--- src/rtl/snow64_main_mem_arbiter_if.sv ---
// snow64_main_mem_arbiter_if
// Bundles both requester handshakes and the single-port main-memory lines.
// The arbiter takes the slave view. The requesters and the memory together
// take the master view.
interface snow64_main_mem_arbiter_if #(
    parameter int WIDTH__ADDR = 27,
    parameter int WIDTH__DATA = 256
);

    // Port 0: instruction fetch
    logic                   in_req0_valid;
    logic                   in_req0_wr;
    logic [WIDTH__ADDR-1:0] in_req0_addr;
    logic [WIDTH__DATA-1:0] in_req0_data;
    logic                   out_req0_ack;
    logic [WIDTH__DATA-1:0] out_req0_data;

    // Port 1: LAR-file data path
    logic                   in_req1_valid;
    logic                   in_req1_wr;
    logic [WIDTH__ADDR-1:0] in_req1_addr;
    logic [WIDTH__DATA-1:0] in_req1_data;
    logic                   out_req1_ack;
    logic [WIDTH__DATA-1:0] out_req1_data;

    // Main memory: 1-cycle registered read, write on the clock edge
    logic                   out_mem_req_wr;
    logic [WIDTH__ADDR-1:0] out_mem_addr;
    logic [WIDTH__DATA-1:0] out_mem_data;
    logic [WIDTH__DATA-1:0] in_mem_data;

    // Status
    logic                   out_busy;

    modport slave (
        input  in_req0_valid,
        input  in_req0_wr,
        input  in_req0_addr,
        input  in_req0_data,
        output out_req0_ack,
        output out_req0_data,
        input  in_req1_valid,
        input  in_req1_wr,
        input  in_req1_addr,
        input  in_req1_data,
        output out_req1_ack,
        output out_req1_data,
        output out_mem_req_wr,
        output out_mem_addr,
        output out_mem_data,
        input  in_mem_data,
        output out_busy
    );

    modport master (
        output in_req0_valid,
        output in_req0_wr,
        output in_req0_addr,
        output in_req0_data,
        input  out_req0_ack,
        input  out_req0_data,
        output in_req1_valid,
        output in_req1_wr,
        output in_req1_addr,
        output in_req1_data,
        input  out_req1_ack,
        input  out_req1_data,
        input  out_mem_req_wr,
        input  out_mem_addr,
        input  out_mem_data,
        output in_mem_data,
        input  out_busy
    );

endinterface

--- src/rtl/snow64_main_mem_arbiter.sv ---
// snow64_main_mem_arbiter
// Two-requester arbiter and sequencer for the single-port main memory.
// Every access walks IDLE -> ACCESS -> FINISH -> IDLE.
// The memory samples the latched address/data at the end of ACCESS.
// Its registered read data is captured at the end of FINISH, together with a
// one-cycle ack to the granted port. Ties are broken round-robin.
module snow64_main_mem_arbiter #(
    parameter int WIDTH__ADDR = 27,
    parameter int WIDTH__DATA = 256
) (
    input logic                     clk,
    input logic                     rst,
    snow64_main_mem_arbiter_if.slave bus
);

    typedef enum logic [1:0] {
        ST_IDLE   = 2'd0,
        ST_ACCESS = 2'd1,
        ST_FINISH = 2'd2
    } state_t;

    state_t                 r_state;
    logic                   r_last_grant;
    logic                   r_port;
    logic                   r_wr;
    logic [WIDTH__ADDR-1:0] r_mem_addr;
    logic [WIDTH__DATA-1:0] r_mem_data;
    logic                   r_ack0;
    logic                   r_ack1;
    logic [WIDTH__DATA-1:0] r_data0;
    logic [WIDTH__DATA-1:0] r_data1;

    logic                   w_elig0;
    logic                   w_elig1;
    logic                   w_grant;
    logic                   w_grant_port;
    logic                   w_grant_wr;
    logic [WIDTH__ADDR-1:0] w_grant_addr;
    logic [WIDTH__DATA-1:0] w_grant_data;

    // Eligibility masks out a port whose ack is high this cycle, because that requester
    // may still be holding valid. On a tie, the port not granted last wins.
    always_comb begin
        w_elig0 = bus.in_req0_valid && !r_ack0;
        w_elig1 = bus.in_req1_valid && !r_ack1;
        w_grant = w_elig0 || w_elig1;
        if (w_elig0 && w_elig1) begin
            w_grant_port = ~r_last_grant;
        end else begin
            w_grant_port = w_elig1;
        end
        if (w_grant_port) begin
            w_grant_wr   = bus.in_req1_wr;
            w_grant_addr = bus.in_req1_addr;
            w_grant_data = bus.in_req1_data;
        end else begin
            w_grant_wr   = bus.in_req0_wr;
            w_grant_addr = bus.in_req0_addr;
            w_grant_data = bus.in_req0_data;
        end
    end

    // Sequencer: latch the winner in IDLE, let the memory act in ACCESS,
    // and deliver the ack/read data in FINISH. A sync reset abandons any access in flight.
    always_ff @(posedge clk) begin
        if (rst) begin
            r_state      <= ST_IDLE;
            r_last_grant <= 1'b1;
            r_port       <= 1'b0;
            r_wr         <= 1'b0;
            r_mem_addr   <= '0;
            r_mem_data   <= '0;
            r_ack0       <= 1'b0;
            r_ack1       <= 1'b0;
            r_data0      <= '0;
            r_data1      <= '0;
        end else begin
            r_ack0 <= 1'b0;
            r_ack1 <= 1'b0;
            case (r_state)
                ST_IDLE: begin
                    if (w_grant) begin
                        r_state      <= ST_ACCESS;
                        r_port       <= w_grant_port;
                        r_last_grant <= w_grant_port;
                        r_wr         <= w_grant_wr;
                        r_mem_addr   <= w_grant_addr;
                        r_mem_data   <= w_grant_data;
                    end
                end
                ST_ACCESS: begin
                    r_state <= ST_FINISH;
                end
                ST_FINISH: begin
                    r_state <= ST_IDLE;
                    if (r_port) begin
                        r_ack1 <= 1'b1;
                        if (!r_wr) begin
                            r_data1 <= bus.in_mem_data;
                        end
                    end else begin
                        r_ack0 <= 1'b1;
                        if (!r_wr) begin
                            r_data0 <= bus.in_mem_data;
                        end
                    end
                end
                default: begin
                    r_state <= ST_IDLE;
                end
            endcase
        end
    end

    // The write strobe is gated by rst, so a reset during ACCESS never reaches the memory.
    assign bus.out_mem_req_wr = (r_state == ST_ACCESS) && r_wr && !rst;
    assign bus.out_mem_addr   = r_mem_addr;
    assign bus.out_mem_data   = r_mem_data;
    assign bus.out_req0_ack   = r_ack0;
    assign bus.out_req1_ack   = r_ack1;
    assign bus.out_req0_data  = r_data0;
    assign bus.out_req1_data  = r_data1;
    assign bus.out_busy       = (r_state != ST_IDLE);

endmodule
--- src/flat_wrapper.sv ---
// flat-port wrapper written by rule: the top's interface ports become plain ports
module snow64_main_mem_arbiter_flat 
#(
    parameter int WIDTH__ADDR = 27,
    parameter int WIDTH__DATA = 256
)
  (clk, rst, bus_in_req0_valid, bus_in_req0_wr, bus_in_req0_addr, bus_in_req0_data, bus_out_req0_ack, bus_out_req0_data, bus_in_req1_valid, bus_in_req1_wr, bus_in_req1_addr, bus_in_req1_data, bus_out_req1_ack, bus_out_req1_data, bus_out_mem_req_wr, bus_out_mem_addr, bus_out_mem_data, bus_in_mem_data, bus_out_busy);
  snow64_main_mem_arbiter_if #(.WIDTH__ADDR(WIDTH__ADDR), .WIDTH__DATA(WIDTH__DATA)) bus_i ();
  input logic clk;
  input logic rst;
  input wire logic [$bits(bus_i.in_req0_valid)-1:0] bus_in_req0_valid;
  input wire logic [$bits(bus_i.in_req0_wr)-1:0] bus_in_req0_wr;
  input wire logic [$bits(bus_i.in_req0_addr)-1:0] bus_in_req0_addr;
  input wire logic [$bits(bus_i.in_req0_data)-1:0] bus_in_req0_data;
  output wire logic [$bits(bus_i.out_req0_ack)-1:0] bus_out_req0_ack;
  output wire logic [$bits(bus_i.out_req0_data)-1:0] bus_out_req0_data;
  input wire logic [$bits(bus_i.in_req1_valid)-1:0] bus_in_req1_valid;
  input wire logic [$bits(bus_i.in_req1_wr)-1:0] bus_in_req1_wr;
  input wire logic [$bits(bus_i.in_req1_addr)-1:0] bus_in_req1_addr;
  input wire logic [$bits(bus_i.in_req1_data)-1:0] bus_in_req1_data;
  output wire logic [$bits(bus_i.out_req1_ack)-1:0] bus_out_req1_ack;
  output wire logic [$bits(bus_i.out_req1_data)-1:0] bus_out_req1_data;
  output wire logic [$bits(bus_i.out_mem_req_wr)-1:0] bus_out_mem_req_wr;
  output wire logic [$bits(bus_i.out_mem_addr)-1:0] bus_out_mem_addr;
  output wire logic [$bits(bus_i.out_mem_data)-1:0] bus_out_mem_data;
  input wire logic [$bits(bus_i.in_mem_data)-1:0] bus_in_mem_data;
  output wire logic [$bits(bus_i.out_busy)-1:0] bus_out_busy;
  assign bus_i.in_req0_valid = bus_in_req0_valid;
  assign bus_i.in_req0_wr = bus_in_req0_wr;
  assign bus_i.in_req0_addr = bus_in_req0_addr;
  assign bus_i.in_req0_data = bus_in_req0_data;
  assign bus_out_req0_ack = bus_i.out_req0_ack;
  assign bus_out_req0_data = bus_i.out_req0_data;
  assign bus_i.in_req1_valid = bus_in_req1_valid;
  assign bus_i.in_req1_wr = bus_in_req1_wr;
  assign bus_i.in_req1_addr = bus_in_req1_addr;
  assign bus_i.in_req1_data = bus_in_req1_data;
  assign bus_out_req1_ack = bus_i.out_req1_ack;
  assign bus_out_req1_data = bus_i.out_req1_data;
  assign bus_out_mem_req_wr = bus_i.out_mem_req_wr;
  assign bus_out_mem_addr = bus_i.out_mem_addr;
  assign bus_out_mem_data = bus_i.out_mem_data;
  assign bus_i.in_mem_data = bus_in_mem_data;
  assign bus_out_busy = bus_i.out_busy;
  snow64_main_mem_arbiter #(.WIDTH__ADDR(WIDTH__ADDR), .WIDTH__DATA(WIDTH__DATA)) u_core (.clk(clk), .rst(rst), .bus(bus_i));
endmodule
--- config.mk ---
export PLATFORM = sky130hd
export DESIGN_NAME = snow64_main_mem_arbiter_flat
export DESIGN_NICKNAME = d
export VERILOG_FILES = /design/src/rtl/snow64_main_mem_arbiter_if.sv /design/src/rtl/snow64_main_mem_arbiter.sv /design/src/flat_wrapper.sv
export SDC_FILE = /design/constraint.sdc
export NUM_CORES = 2
export LEC_CHECK = 0
export CAP_MARGIN = 10
export CORE_AREA = 2 2 634 636
export CTS_CLUSTER_SIZE = 30
export DETAILED_ROUTE_END_ITERATION = 6
export DIE_AREA = 0 0 636 638
export DONT_BUFFER_PORTS = 1
export HOLD_SLACK_MARGIN = 0.02
export PLACE_DENSITY = 0.3
export SLEW_MARGIN = 10
export SYNTH_ARGS = -nofsm -noshare
export SYNTH_HDL_FRONTEND = slang
export SYNTH_SLANG_ARGS = --single-unit
--- constraint.sdc ---
create_clock -name clk -period 1.6 [get_ports clk]
set_clock_uncertainty 0.15 [all_clocks]
set_input_delay 0.08 -clock clk [delete_from_list [all_inputs] [get_ports clk]]
set_output_delay 0.08 -clock clk [all_outputs]
set_load 0.05 [all_outputs]
==> metrics <==
Min Clock Period, post-route=2070 ps; met2 wire len=152 mm; WL/cell=26.7 um; Max-Cap Viols=0; Die Y=638 um; Fin Hold WS=-808 ps; CTS H-tree depth=3; row count=232; die area=406000 um2; final period utilization=130%; final setup vio count=1539; Clock Tree Buf Depth=4; register area=16100 um2; starting density of the core=7.61%; top cell type's share of synthesized area=52.9%; M1 wire length=122 mm; slowest CP cell=a211oi_1; Synth area leaders=dfxtp_1 53%, nand2_1 16%, a21oi_1 13%; 1st-iter DRT viols=2635; Peak Freq=482 MHz; most common cell after layout, fill and taps aside=dlygate4sd3_1; net count after synthesis=4655; CP startpoint kind=flip-flop; final hold violations=158; WHS Endpoint=u_core.bus.out_req0_data[31]; CTS Root Cell=clkbuf_16; core area=399000 um2; hold_sp=rst; Global Route Usage Sum=14.1%; sequential area share after synthesis=52.9%; Slew HR=21.5%; Setup crit end kind=flip-flop; # IOs=1627; FILL cells=44900; crit-path cells=buf_4 > nor2_4 > buf_4 > o21a_4 > buf_12 > buf_12 > nor2_1 > a211oi_1; Residual DRC=0; total negative slack=-254670 ps; crit path DAT=2630 ps; commonest non-fill, non-tap cells in the layout=1512 x dlygate4sd3_1, 1306 x nand2_1, 991 x buf_4, 795 x dfxtp_1, 740 x a21oi_1; worst-margin pin slew=1180 ps; Final #Nets=7028; ys flop type=dfxtp_1; P&R area growth vs syn=110%; Post-synth EDFFs=0; Synth Instances=3827; Final Max Slew Viols=0; Die Span X=636 um; Worst Slack Setup Final=-473 ps; hold path cells=1; clock transition at the registers of the reported paths=60 ps; grt ovf=0; largest net degree at the start of global routing=803; vias in the first global route=35000; LEAKAGE=24.2 nW; CTS tree=done; biggest area consumer among synthesized cells=dfxtp_1; Hold/Removal Path Class=primary input to flip-flop; P per Cell Area=1040 nW/um2; clk_lat worst skew=820 ps; Synth async-reset ratio=0%; Final ANT Viol Nets=0; gpl congestion=0.947; clock sink count=802; routed wire length=309 mm; worst flop-to-flop path endpoint=u_core.bus.out_mem_addr[7]; DR pass1 iterations=6; initial antenna violation count=81; number of port buffers=0; met3 WL=25.9 mm; vias after detailed routing=38600; CP max FO=24; post-synth cell types=25; Peak VDD IR=0.000898 V; highest routed metal layer=met5; flops & latches, synth=802; final core occ=16.0%; failing checks=negative hold slack, negative setup slack; Multi-input gate area=12800 um2; RSZ-0062 raised after global routing=yes; layout cells sized above 1=22.2%; first-pass GRT wire length=377 mm; Critical Path Max Stage Delay=380 ps; WP data required=2150 ps; Inserted Clock Buffers=112; worst reg2reg path depth=8; r2r setup slk=-470 ps; Reg-to-Reg Start=u_core.r_state[1]; Netlist Area Pre-Place=30300 um2; detailed-placement wirelength estimate=255 mm; outcome=finished with violations; synth warn=0; syn avg cell area=7.93 um2; WS Path Type=flip-flop to flip-flop; vias per cell=3.33
final cells by class:
| type | count | share of cell area [%] |
|---|---|---|
| clock buffer | 156 | 5.04 |
| antenna | 18 | 0.0708 |
| multi-input combinational | 2695 | 20.1 |
| tap | 5265 | 10.4 |
| timing repair buffer | 2588 | 38.2 |
| inverter | 1 | 0.00983 |
| sequential | 802 | 25.3 |
| clock inverter | 43 | 0.920 |
state kept, by name, indices dropped and copies added, names as in the netlist:
signal and cells:
u_core.bus.out_mem_data 256, u_core.r_state 2, u_core.bus.out_req0_ack 1, u_core.bus.out_req1_data 256, u_core.r_wr 1, u_core.bus.out_req1_ack 1
u_core.bus.out_mem_addr 27, u_core.bus.out_req0_data 256, u_core.r_port 1, u_core.r_last_grant 1
synthesized netlist by cell type, types with 3 or more instances:
| cell | n |
|---|---|
| clkbuf_1 | 146 |
| nor2_1 | 285 |
| buf_4 | 40 |
| a211oi_2 | 53 |
| buf_6 | 34 |
| nand2_1 | 1313 |
| and2_1 | 3 |
| buf_1 | 6 |
| dfxtp_1 | 802 |
| buf_2 | 103 |
| a21oi_1 | 798 |
| a211oi_1 | 231 |
logic make-up after synthesis:
kind of cell,after synthesis,synth area share [%]
AND/OR/NAND/NOR,1611,20.1
AO/OA/AOI/OAI,1084,21.1
flip-flops,802,52.9
buffers and inverters,330,5.84
timing repair:
| action | CTS | global route |
|---|---|---|
| endpoints found under the hold margin | 802 | 782 |
| pin swaps | 3 | 2 |
| hold buffers | 821 | 691 |
| resized for setup | 42 | 10 |
| setup endpoints to repair | 1596 | 1598 |
| setup buffers | 7 | 0 |
| gates cloned | 2 | 2 |
power breakdown:
part,internal [mW],leakage [nW],switching [mW]
Clock,15.7,1.87,10.9
Combinational,6.09,15.8,11.6
Sequential,21.2,6.55,1.02
metal layers:
| metal | global-route usage [%] | up-vias |
|---|---|---|
| met2 | 24.7 | 1806 |
| li1 | - | 17500 |
| met1 | 16.3 | 18800 |
| met3 | 4.81 | 449 |
| met5 | 0 | - |
| met4 | 3.48 | 20 |
worst max-delay path by stage:
stage | from | endpoint | slack (ps) | cells past startpoint
floorplan | u_core.bus.out_req1_ack | u_core.bus.out_mem_data[47] | -20 | 6
global placement | u_core.r_state[1] | u_core.bus.out_req1_data[80] | -550 | 7
detailed placement | u_core.r_state[1] | u_core.bus.out_req1_data[80] | -520 | 7
CTS | u_core.r_state[1] | bus_out_mem_req_wr | -620 | 4
global route | u_core.r_state[1] | bus_out_mem_req_wr | -600 | 4
finish | u_core.r_state[1] | u_core.bus.out_mem_addr[7] | -470 | 8
metrics by stage:
stage / instance area [um2] / hold WS [ps] / std cells / worst slack [ps] / total power, mW
final: 63600 / -808 / 11600 / -473 / 66.5
after CTS: 56500 / -846 / 10900 / -625 / 65.9
after global routing: 63600 / -888 / 11600 / -599 / 69.2
after global placement: 44100 / 66.8 / 9824 / -550 / 36.2
after detailed placement: 44100 / 72.3 / 9824 / -521 / 36.2
after floorplan: 30800 / 66.0 / 3827 / -22.3 / 29.9
critical path, delay by kind of cell, from the launching register on:
kind | cells | cell delay, ps
DFF | 1 | 330
buffers and inverters | 4 | 670
and+or+nand+nor | 2 | 160
AOI/OAI and AO/OA | 2 | 530
No activity file was read; power rests on OpenSTA's default activity.
